File: config.mk
export PLATFORM = sky130hd
export DESIGN_NAME = aes_key_expander
export DESIGN_NICKNAME = d
export VERILOG_FILES = /design/src/rtl/aes_ks_pkg.sv /design/src/rtl/aes_ks_sbox.sv /design/src/rtl/aes_key_expander.sv
export SDC_FILE = /design/constraint.sdc
export NUM_CORES = 2
export LEC_CHECK = 0
export BUFFER_PORTS_ARGS = -buffer_cell sky130_fd_sc_hd__buf_2
export CAP_MARGIN = 20
export CORE_AREA = 2 2 816 574
export CTS_BUF_LIST = sky130_fd_sc_hd__clkbuf_16
export DETAILED_ROUTE_END_ITERATION = 8
export DIE_AREA = 0 0 818 576
export RECOVER_POWER = 50
export SLEW_MARGIN = 20
export SYNTH_ARGS = -nofsm -noshare
export SYNTH_HDL_FRONTEND = slang
export SYNTH_HIERARCHICAL = 1
export SYNTH_SLANG_ARGS = --single-unit
File: constraint.sdc
create_clock -name CLK -period 16.7 [get_ports CLK]
set_clock_uncertainty 0.15 [all_clocks]
set_input_delay 1.67 -clock CLK [delete_from_list [all_inputs] [get_ports CLK]]
set_output_delay 1.67 -clock CLK [all_outputs]
set_load 0.1 [all_outputs]
File: src/rtl/aes_ks_pkg.sv
// Shared types, constants and helpers for the AES key-schedule engine.
package aes_ks_pkg;

   typedef enum logic [1:0] {KL128 = 2'd0, KL192 = 2'd1, KL256 = 2'd2, KLBAD = 2'd3} kl_t;

   typedef enum logic [1:0] {S_IDLE, S_EXPAND, S_DONE} ks_state_t;

   function automatic logic [3:0] nk_of(input kl_t k);
      case (k)
         KL192:   nk_of = 4'd6;
         KL256:   nk_of = 4'd8;
         default: nk_of = 4'd4;
      endcase
   endfunction

   function automatic logic [3:0] nr_of(input kl_t k);
      case (k)
         KL192:   nr_of = 4'd12;
         KL256:   nr_of = 4'd14;
         default: nr_of = 4'd10;
      endcase
   endfunction

   function automatic logic [7:0] xtime(input logic [7:0] b);
      xtime = {b[6:0], 1'b0} ^ (b[7] ? 8'h1B : 8'h00);
   endfunction

   localparam logic [7:0] SBOX [256] = '{
      8'h63, 8'h7c, 8'h77, 8'h7b, 8'hf2, 8'h6b, 8'h6f, 8'hc5, 8'h30, 8'h01, 8'h67, 8'h2b, 8'hfe, 8'hd7, 8'hab, 8'h76,
      8'hca, 8'h82, 8'hc9, 8'h7d, 8'hfa, 8'h59, 8'h47, 8'hf0, 8'had, 8'hd4, 8'ha2, 8'haf, 8'h9c, 8'ha4, 8'h72, 8'hc0,
      8'hb7, 8'hfd, 8'h93, 8'h26, 8'h36, 8'h3f, 8'hf7, 8'hcc, 8'h34, 8'ha5, 8'he5, 8'hf1, 8'h71, 8'hd8, 8'h31, 8'h15,
      8'h04, 8'hc7, 8'h23, 8'hc3, 8'h18, 8'h96, 8'h05, 8'h9a, 8'h07, 8'h12, 8'h80, 8'he2, 8'heb, 8'h27, 8'hb2, 8'h75,
      8'h09, 8'h83, 8'h2c, 8'h1a, 8'h1b, 8'h6e, 8'h5a, 8'ha0, 8'h52, 8'h3b, 8'hd6, 8'hb3, 8'h29, 8'he3, 8'h2f, 8'h84,
      8'h53, 8'hd1, 8'h00, 8'hed, 8'h20, 8'hfc, 8'hb1, 8'h5b, 8'h6a, 8'hcb, 8'hbe, 8'h39, 8'h4a, 8'h4c, 8'h58, 8'hcf,
      8'hd0, 8'hef, 8'haa, 8'hfb, 8'h43, 8'h4d, 8'h33, 8'h85, 8'h45, 8'hf9, 8'h02, 8'h7f, 8'h50, 8'h3c, 8'h9f, 8'ha8,
      8'h51, 8'ha3, 8'h40, 8'h8f, 8'h92, 8'h9d, 8'h38, 8'hf5, 8'hbc, 8'hb6, 8'hda, 8'h21, 8'h10, 8'hff, 8'hf3, 8'hd2,
      8'hcd, 8'h0c, 8'h13, 8'hec, 8'h5f, 8'h97, 8'h44, 8'h17, 8'hc4, 8'ha7, 8'h7e, 8'h3d, 8'h64, 8'h5d, 8'h19, 8'h73,
      8'h60, 8'h81, 8'h4f, 8'hdc, 8'h22, 8'h2a, 8'h90, 8'h88, 8'h46, 8'hee, 8'hb8, 8'h14, 8'hde, 8'h5e, 8'h0b, 8'hdb,
      8'he0, 8'h32, 8'h3a, 8'h0a, 8'h49, 8'h06, 8'h24, 8'h5c, 8'hc2, 8'hd3, 8'hac, 8'h62, 8'h91, 8'h95, 8'he4, 8'h79,
      8'he7, 8'hc8, 8'h37, 8'h6d, 8'h8d, 8'hd5, 8'h4e, 8'ha9, 8'h6c, 8'h56, 8'hf4, 8'hea, 8'h65, 8'h7a, 8'hae, 8'h08,
      8'hba, 8'h78, 8'h25, 8'h2e, 8'h1c, 8'ha6, 8'hb4, 8'hc6, 8'he8, 8'hdd, 8'h74, 8'h1f, 8'h4b, 8'hbd, 8'h8b, 8'h8a,
      8'h70, 8'h3e, 8'hb5, 8'h66, 8'h48, 8'h03, 8'hf6, 8'h0e, 8'h61, 8'h35, 8'h57, 8'hb9, 8'h86, 8'hc1, 8'h1d, 8'h9e,
      8'he1, 8'hf8, 8'h98, 8'h11, 8'h69, 8'hd9, 8'h8e, 8'h94, 8'h9b, 8'h1e, 8'h87, 8'he9, 8'hce, 8'h55, 8'h28, 8'hdf,
      8'h8c, 8'ha1, 8'h89, 8'h0d, 8'hbf, 8'he6, 8'h42, 8'h68, 8'h41, 8'h99, 8'h2d, 8'h0f, 8'hb0, 8'h54, 8'hbb, 8'h16
   };

endpackage

File: src/rtl/aes_ks_sbox.sv
// Single combinational AES S-box lookup.
module aes_sbox
   import aes_ks_pkg::*;
(
   input  logic [7:0] a,
   output logic [7:0] y
);

   always_comb y = SBOX[a];

endmodule

File: src/rtl/aes_key_expander.sv
// Iterative AES-128/192/256 key schedule: one word per cycle, round key served by R.
module aes_key_expander
   import aes_ks_pkg::*;
#(
   parameter int unsigned MAXW = 60
) (
   input  logic         CLK,
   input  logic         CLR,
   input  logic         START,
   input  logic [255:0] KEY,
   input  logic [1:0]   KL,
   input  logic         ENC_DEC,
   input  logic [3:0]   R,
   output logic         KF,
   output logic         BUSY,
   output logic         KL_ERR,
   output logic [127:0] RK
);

   ks_state_t   state, state_nxt;
   logic [31:0] w [0:MAXW-1];
   logic [5:0]  i;
   logic [3:0]  j;
   logic [7:0]  rcon;
   logic [3:0]  nk, nr;
   logic        go, bad, last;

   logic [31:0]  prev, sub_in, sub_out, temp;
   logic [5:0]   i_m1, i_mnk, last_idx;
   logic [3:0]   k;
   logic [127:0] rk_nxt;

   // ---------------- control FSM ----------------
   always_ff @(posedge CLK) begin
      if (!CLR) state <= S_IDLE;
      else      state <= state_nxt;
   end

   always_comb begin
      state_nxt = state;
      go        = 1'b0;
      bad       = 1'b0;
      last      = 1'b0;
      case (state)
         S_IDLE, S_DONE: begin
            if (START) begin
               if (kl_t'(KL) == KLBAD) begin
                  bad       = 1'b1;
                  state_nxt = S_IDLE;
               end else begin
                  go        = 1'b1;
                  state_nxt = S_EXPAND;
               end
            end
         end
         S_EXPAND: begin
            if (i == last_idx) begin
               last      = 1'b1;
               state_nxt = S_DONE;
            end
         end
         default: state_nxt = S_IDLE;
      endcase
   end

   // ---------------- word recurrence ----------------
   assign i_m1     = i - 6'd1;
   assign i_mnk    = i - {2'b00, nk};
   assign last_idx = {nr, 2'b11};
   assign prev     = w[i_m1];
   assign sub_in   = (j == 4'd0) ? {prev[23:0], prev[31:24]} : prev;

   for (genvar g = 0; g < 4; g++) begin : g_sub
      aes_sbox u_sbox (.a(sub_in[8*g +: 8]), .y(sub_out[8*g +: 8]));
   end

   always_comb begin
      temp = prev;
      if (j == 4'd0)
         temp = sub_out ^ {rcon, 24'h0};
      else if (nk == 4'd8 && j == 4'd4)
         temp = sub_out;
   end

   always_ff @(posedge CLK) begin
      if (CLR) begin
         if (go) begin
            for (int unsigned n = 0; n < 8; n++)
               if (n < 32'(nk_of(kl_t'(KL))))
                  w[n] <= KEY[255 - 32*n -: 32];
         end else if (state == S_EXPAND) begin
            w[i] <= w[i_mnk] ^ temp;
         end
      end
   end

   // ---------------- round-key read ----------------
   // Decryption mirrors the round index so the datapath can always count R upward.
   assign k = ENC_DEC ? R : (nr - R);

   always_comb begin
      rk_nxt = '0;
      if (KF && R <= nr)
         rk_nxt = {w[{k, 2'b00}], w[{k, 2'b01}], w[{k, 2'b10}], w[{k, 2'b11}]};
   end

   // ---------------- status / counters ----------------
   always_ff @(posedge CLK) begin
      if (!CLR) begin
         KF     <= 1'b0;
         BUSY   <= 1'b0;
         KL_ERR <= 1'b0;
         RK     <= '0;
         i      <= '0;
         j      <= '0;
         rcon   <= 8'h01;
         nk     <= 4'd4;
         nr     <= 4'd10;
      end else begin
         RK <= rk_nxt;
         if (go) begin
            KF     <= 1'b0;
            BUSY   <= 1'b1;
            KL_ERR <= 1'b0;
            nk     <= nk_of(kl_t'(KL));
            nr     <= nr_of(kl_t'(KL));
            i      <= {2'b00, nk_of(kl_t'(KL))};
            j      <= '0;
            rcon   <= 8'h01;
         end
         if (bad) begin
            KL_ERR <= 1'b1;
            KF     <= 1'b0;
         end
         if (state == S_EXPAND) begin
            i <= i + 6'd1;
            j <= (j == nk - 4'd1) ? 4'd0 : j + 4'd1;
            if (j == 4'd0) rcon <= xtime(rcon);
            if (last) begin
               KF   <= 1'b1;
               BUSY <= 1'b0;
            end
         end
      end
   end

endmodule

=== Word-level counts from Yosys, hierarchy flattened ===
Memories as Yosys holds them, arrays and structs flattened. A register that Yosys moved wholly into a read port is not among the register bits.
Cells that the tools add are included.

* Register bits: 31
* RAM bits: 1920
* ROM bits: 8192
* Input port bits: 266
* Output and inout port bits: 131
* Memories kept: 5

{| class="wikitable"
|+ Memory list
! memory !! words !! width !! rd ports !! clocked after memory_dff !! write ports !! line !! text
|-
| (name not given) || 256 || 8 || 1 || 0 || 0 || aes_ks_sbox.sv:9 || <nowiki>always_comb y = SBOX[a];</nowiki>
|-
| (name not given) || 256 || 8 || 1 || 0 || 0 || aes_ks_sbox.sv:9 ||
|-
| (name not given) || 256 || 8 || 1 || 0 || 0 || aes_ks_sbox.sv:9 ||
|-
| (name not given) || 256 || 8 || 1 || 0 || 0 || aes_ks_sbox.sv:9 ||
|-
| w || 60 || 32 || 6 || 4 || 8 || aes_key_expander.sv:21 || <nowiki>logic [31:0] w [0:MAXW-1];</nowiki>
|}

* Add/subtract/negate cells: 6
* Order comparisons: 13
* Equal/unequal tests: 11
* Muxes and demuxes: 85
* Bitwise gates (word level): 7
* Reduce and logical (&&, ||, !) cells: 14

{| class="wikitable"
|+ Operators with widths
! cell !! number
|-
| $mux 32 || 4
|-
| $mux 8 || 11
|-
| $xor 32x32->32 || 2
|-
| $mux 1 || 55
|-
| $ge 9x9->1 const B || 4
|-
| $not 8->9 || 4
|-
| $reduce_or 32->1 || 1
|-
| $mux 4 || 6
|-
| $mux 6 || 3
|-
| $lt 3x4->1 const A || 4
|-
| $lt 1x4->1 const A || 2
|-
| $lt 2x4->1 const A || 2
|-
| $pmux 4 s2 || 1
|-
| $xor 8x5->8 || 1
|-
| $add 6x1->6 const B || 1
|-
| $eq 2x2->1 const B || 3
|-
| $eq 6x6->1 || 1
|-
| $pmux 3 s2 || 1
|-
| $sub 6x1->6 const B || 1
|-
| $sub 6x4->6 || 1
|-
| $mux 5 || 1
|-
| $add 4x1->4 const B || 1
|-
| $eq 2x1->1 const B || 2
|-
| $eq 4x3->1 const B || 1
|-
| other kinds (15) || 23
|}

=== Logic depth before layout (Yosys ltp) ===
* Word-level depth: 12
* Depth in mapped cells: 35
* Mapped depth without buffers: 22

=== Hierarchy ===
Netlist, hierarchy kept.

{| class="wikitable"
|+ Modules (own cells, without submodules)
! module !! instances !! cells an instance !! area each (um^2)
|-
| aes_key_expander || 1 || 7322 || 121330.1
|-
| aes_sbox || 4 || 507 || 3179.3
|}

=== Worst setup path after synthesis ===
Ideal clock, no wire load.

* Path kind: register to register
* From: register i[0]
* To: memory w[10][19] (data pin)
* Arrival: 7826 ps
* Data required time: 16022 ps
* Slack: 8196 ps
* Stages on the path, launching flop included: 33
* Buffers on the path: 12
* Period minus slack after synthesis: 8504 ps
* Cell sequence: dfxtp_1 -> buf_6 -> buf_6 -> buf_6 -> buf_6 -> buf_4 -> clkinv_1 -> ha_1 -> buf_4 -> buf_2 -> buf_2 -> buf_1 -> mux4_2 -> nor2_1 -> o22ai_1 -> nand3_1 -> o21ai_0 -> nor2_1 -> nor2_1 -> buf_2 -> clkbuf_1 -> inv_1 -> ha_1 -> nand2b_1 -> buf_2 -> a21oi_1 -> a311o_1 -> a221oi_1 -> a211oi_1 -> a21oi_1 -> nor2_1 -> o21bai_1 -> xor2_1

{| class="wikitable"
|+ RTL lines
! what !! line !! text
|-
| from (decl) || aes_key_expander.sv:22 || <nowiki>logic [5:0] i;</nowiki>
|-
| from (signal assigned) || aes_key_expander.sv:127 || <nowiki>i <= {2'b00, nk_of(kl_t'(KL))};</nowiki>
|-
| from (signal assigned) || aes_key_expander.sv:136 || <nowiki>i <= i + 6'd1;</nowiki>
|-
| to (decl) || aes_key_expander.sv:21 ||
|}

==> key figures <==
STA
  • Setup TNS after final layout: 0 ns
  • RSZ-0062 raised after global routing: no
  • Worst-margin pin slew: about 5.1 ns
  • Hold Slack: 0.367 ns
  • Share of the clock period used by the worst path: between 80% and 90%
  • F_max: around 75 MHz
  • Setup WS post-layout: approximately 3.3 ns
  • Total count of hold-check failures in the final report: 0
  • Endpoints failing setup: 0
  • Number of pins exceeding their max-slew limit in the final report: 2413
  • Worst slew slack as a fraction of its limit: -243%
  • Time the worst path needs with I/O delays and setup: roughly 13 ns

Global route
  • Maximum number of pins on one net before global-route repair: between 100 and 150
  • Global-route track usage on met3: approximately 9.9%
  • Initial antenna violation count: 68
  • Most Crowded Layer GR: met2
  • GR Util met2: between 30% and 40%
  • Via count of the first global-routing pass: 94917
  • First-pass GRT wire length: ~830 mm
  • GRT Util Overall: between 20 and 30%
  • GR Util met1: approximately a third
  • Gr ovfl total: 0

Critical path
  • Worst reg2reg startpoint: i[0]
  • Most Frequent Cell on Critical Path: buf_4
  • Critical path required time: 17.03 ns
  • Arr. time, crit path: roughly 14 ns
  • Worst reg2reg endpoint: w[51][6]
  • Type of element capturing the critical path: flop
  • Cell breakdown of the critical path: clkinv_1, ha_4, buf_4, buf_4, mux4_2, nor2_1, o22ai_1, o2111a_1, a41o_1, nor2_1, nor2_2, buf_4, inv_1, ha_1, nand2b_1, nand3_1, o211ai_1, a31oi_1, o21ai_1, a31oi_1, mux2i_1, xnor2_2, inv_2
  • Critical-path top delay cell: dfxtp_1
  • R2r worst-path depth: 23
  • Peak fanout along the critical path: 56
  • Worst path max stage delay: approximately 1.7 ns
  • Critical Path Start Type: flop
  • Setup slack of the worst register-to-register path: ~3.3 ns
  • Classification of the worst setup path: flop to flop

Synth
  • Area of the mapped netlist: 134000 um2
  • Flops & latches, synth: around 2200
  • Syn_nets: between 9000 and 10000
  • Asr flop ratio synth: 0%
  • Fraction of the yosys area taken by sequential cells: between 40% and 50%
  • Number of synthesized flops with an enable pin: approximately 2000
  • Synthesized area divided by synthesized cell count: about 14 um2
  • Warnings, synthesis: 6
  • Count of different cell masters after synthesis: 108
  • Ys flop type: edfxtp_1
  • Number of instances in the synthesized netlist: between 9000 and 10000

CTS
  • Hold buffers post-CTS: 0
  • CTS Root Cell: clkbuf_16
  • Buffer count from post-CTS setup fixing: 0
  • Number of buffers inserted during clock tree synthesis: between 200 and 250
  • Sinks on Clock Net: 2204
  • Post-cts repair resize count: 0
  • H-tree levels: 4
  • Clock buffer depth: 4
  • Clk Latency, worst-skew pair: between 0.9 and 1 ns
  • TritonCTS clock tree: done
  • Clock transition at the registers of the reported paths: roughly 0.060 ns

Route
  • Avg WL per Cell: 39.0 um
  • Count of antenna-violating nets left after detailed routing: 0
  • Routed wire length: 617 mm
  • Detail-routed via count per cell: approximately 6.6
  • Initial DRC count: 19517
  • Detailed-route via count: 104297
  • # DRC: 0
  • Iteration count of the initial detailed-routing pass: 6

Outcome
  • Run status: finished, violations left
  • Violated checks: capacitance limit, slew limit

Floorplan
  • Number of placement rows: 210
  • Total Die Area: between 400000 and 500000 um2
  • Vertical extent of the die: 576 um
  • Die Width: 818 um
  • Placeable Area: about 460000 um2
  • Initial core utilization: about 29%
  • I/O Pins: 397

Placed design
  • Number of I/O port buffers: between 300 and 400
  • Gpl congestion: 0.991
  • Pre-CTS setup slack: 5.05 ns
  • Estimated wirelength of the detail-placed design: approximately 420 mm

Cells and area
  • Number of nets in the layout: about 9800
  • Utilization after layout: 32.2%
  • Relative area change from synthesis to final layout: 11.8%
  • Share of final-layout standard cells stronger than drive strength 1: roughly 28%

Hold path
  • Hold Startpoint: rcon[3]
  • Classification of the worst-slack hold path: flop to flop
  • End point of the worst hold path: rcon[3]
  • Worst hold stages: 2

Power
  • Total power per unit cell area: ~170 nW/um2
  • Reported leakage power: around 47 nW
  • Largest voltage drop on the vdd net: between 0.0002 and 0.00025 V

Flow run
  • Max-Cap Viols: 110
critical path, delay by kind of cell (launching register included):
| family | cells | cell delay, ns |
|---|---|---|
| DFF | 1 | 1.73 |
| buffers and inverters | 6 | 4.00 |
| and+or+nand+nor | 5 | 1.41 |
| muxes | 2 | 0.67 |
| xor gates and xnor gates | 1 | 0.56 |
| adders and majority gates | 2 | 1.81 |
| AOI/OAI and AO/OA | 7 | 2.30 |
synthesized netlist by cell type, types with 98 or more instances:
library cell	n	area, um2
nor2_1	425	1600
nor2b_1	183	1140
buf_2	214	1070
a221oi_1	141	1230
mux2i_1	581	5820
nand2_1	541	2030
o21ai_0	313	1570
o21ai_1	191	956
mux4_2	1424	32100
edfxtp_1	2048	61500
dfxtp_1	156	3120
a21oi_1	303	1520
nor3_1	133	666
clkbuf_1	397	1490
buf_4	99	743
a211oi_1	351	2640
nand3_1	196	981
buf_1	98	368
state kept, by name, summed over array words and instances, names as in the netlist:
| name | flops |
|---|---|
| rcon | 8 |
| KL_ERR | 1 |
| KF | 1 |
| j | 4 |
| nr | 2 |
| nk | 3 |
| BUSY | 1 |
| state | 2 |
| w | 2048 |
| RK | 128 |
| i | 6 |
metrics by stage:
step                      instance area, um2  instances  power (mW)
after global placement                143000      15343        19.6
after global routing                  150000      15799        25.9
after detailed placement              143000      15343        19.5
after CTS                             150000      15749        24.8
after floorplan                       134000       9350        15.3
final                                 150000      15825        25.2
metal layers:
layer,part of all wire (%),vias up
met4,5.9,32
li1,-,39264
met1,36,53401
met3,16,1566
met2,42,10034
met5,0.035,-
where the power goes:
| part | leakage, nW | switching, mW | internal, mW |
|---|---|---|---|
| Clock | 3.71 | 2.38 | 2.94 |
| Sequential | 19.7 | 0.0355 | 8.57 |
| Combinational | 23.1 | 8.38 | 2.89 |
cell type report:
cell class / count / area (um2)
timing repair buffer: 766 / 4520
antenna: 72 / 180
clock inverter: 178 / 1720
clock buffer: 228 / 5710
sequential: 2204 / 64600
inverter: 91 / 347
tap: 6148 / 7690
fill: 45380 / 315000
multi-input combinational: 6138 / 65000
placed cells by master (no fill, tap or decap), drive strengths merged, types with 41 or more instances in the layout:
cell type,n
a211oi,359
a21oi,304
a221oi,148
a22oi,41
a311oi,53
a31oi,72
buf,562
clkbuf,432
clkinv,91
dfxtp,156
diode,72
edfxtp,2048
ha,77
inv,131
mux2,84
mux2i,585
mux4,1439
nand2,551
nand2b,95
nand3,196
nor2,435
nor2b,187
nor3,141
o2111ai,41
o211ai,83
o21ai,504
o22ai,72
o311ai,66
o31ai,41
how the worst max path moves through the flow:
| stage | from | to | slack (ns) |
|---|---|---|---|
| after CTS | i[0] | w[37][27] | 5.00 |
| final | i[0] | w[51][6] | 3.31 |
| after floorplan | i[0] | w[10][19] | 8.20 |
| after detailed placement | i[0] | w[44][27] | 5.05 |
| after global routing | i[0] | w[49][6] | 3.12 |
| after global placement | i[0] | w[35][27] | 5.04 |
cells by family after synthesis:
logic type      synth area share (%)
compound gates                  10.7
xor+xnor                       0.416
buf+inv                         3.95
flops                           48.2
mux                             29.3
simple gates                    6.62
fa+ha+maj                      0.749
Note: power is estimated with default switching activity, not from simulation.
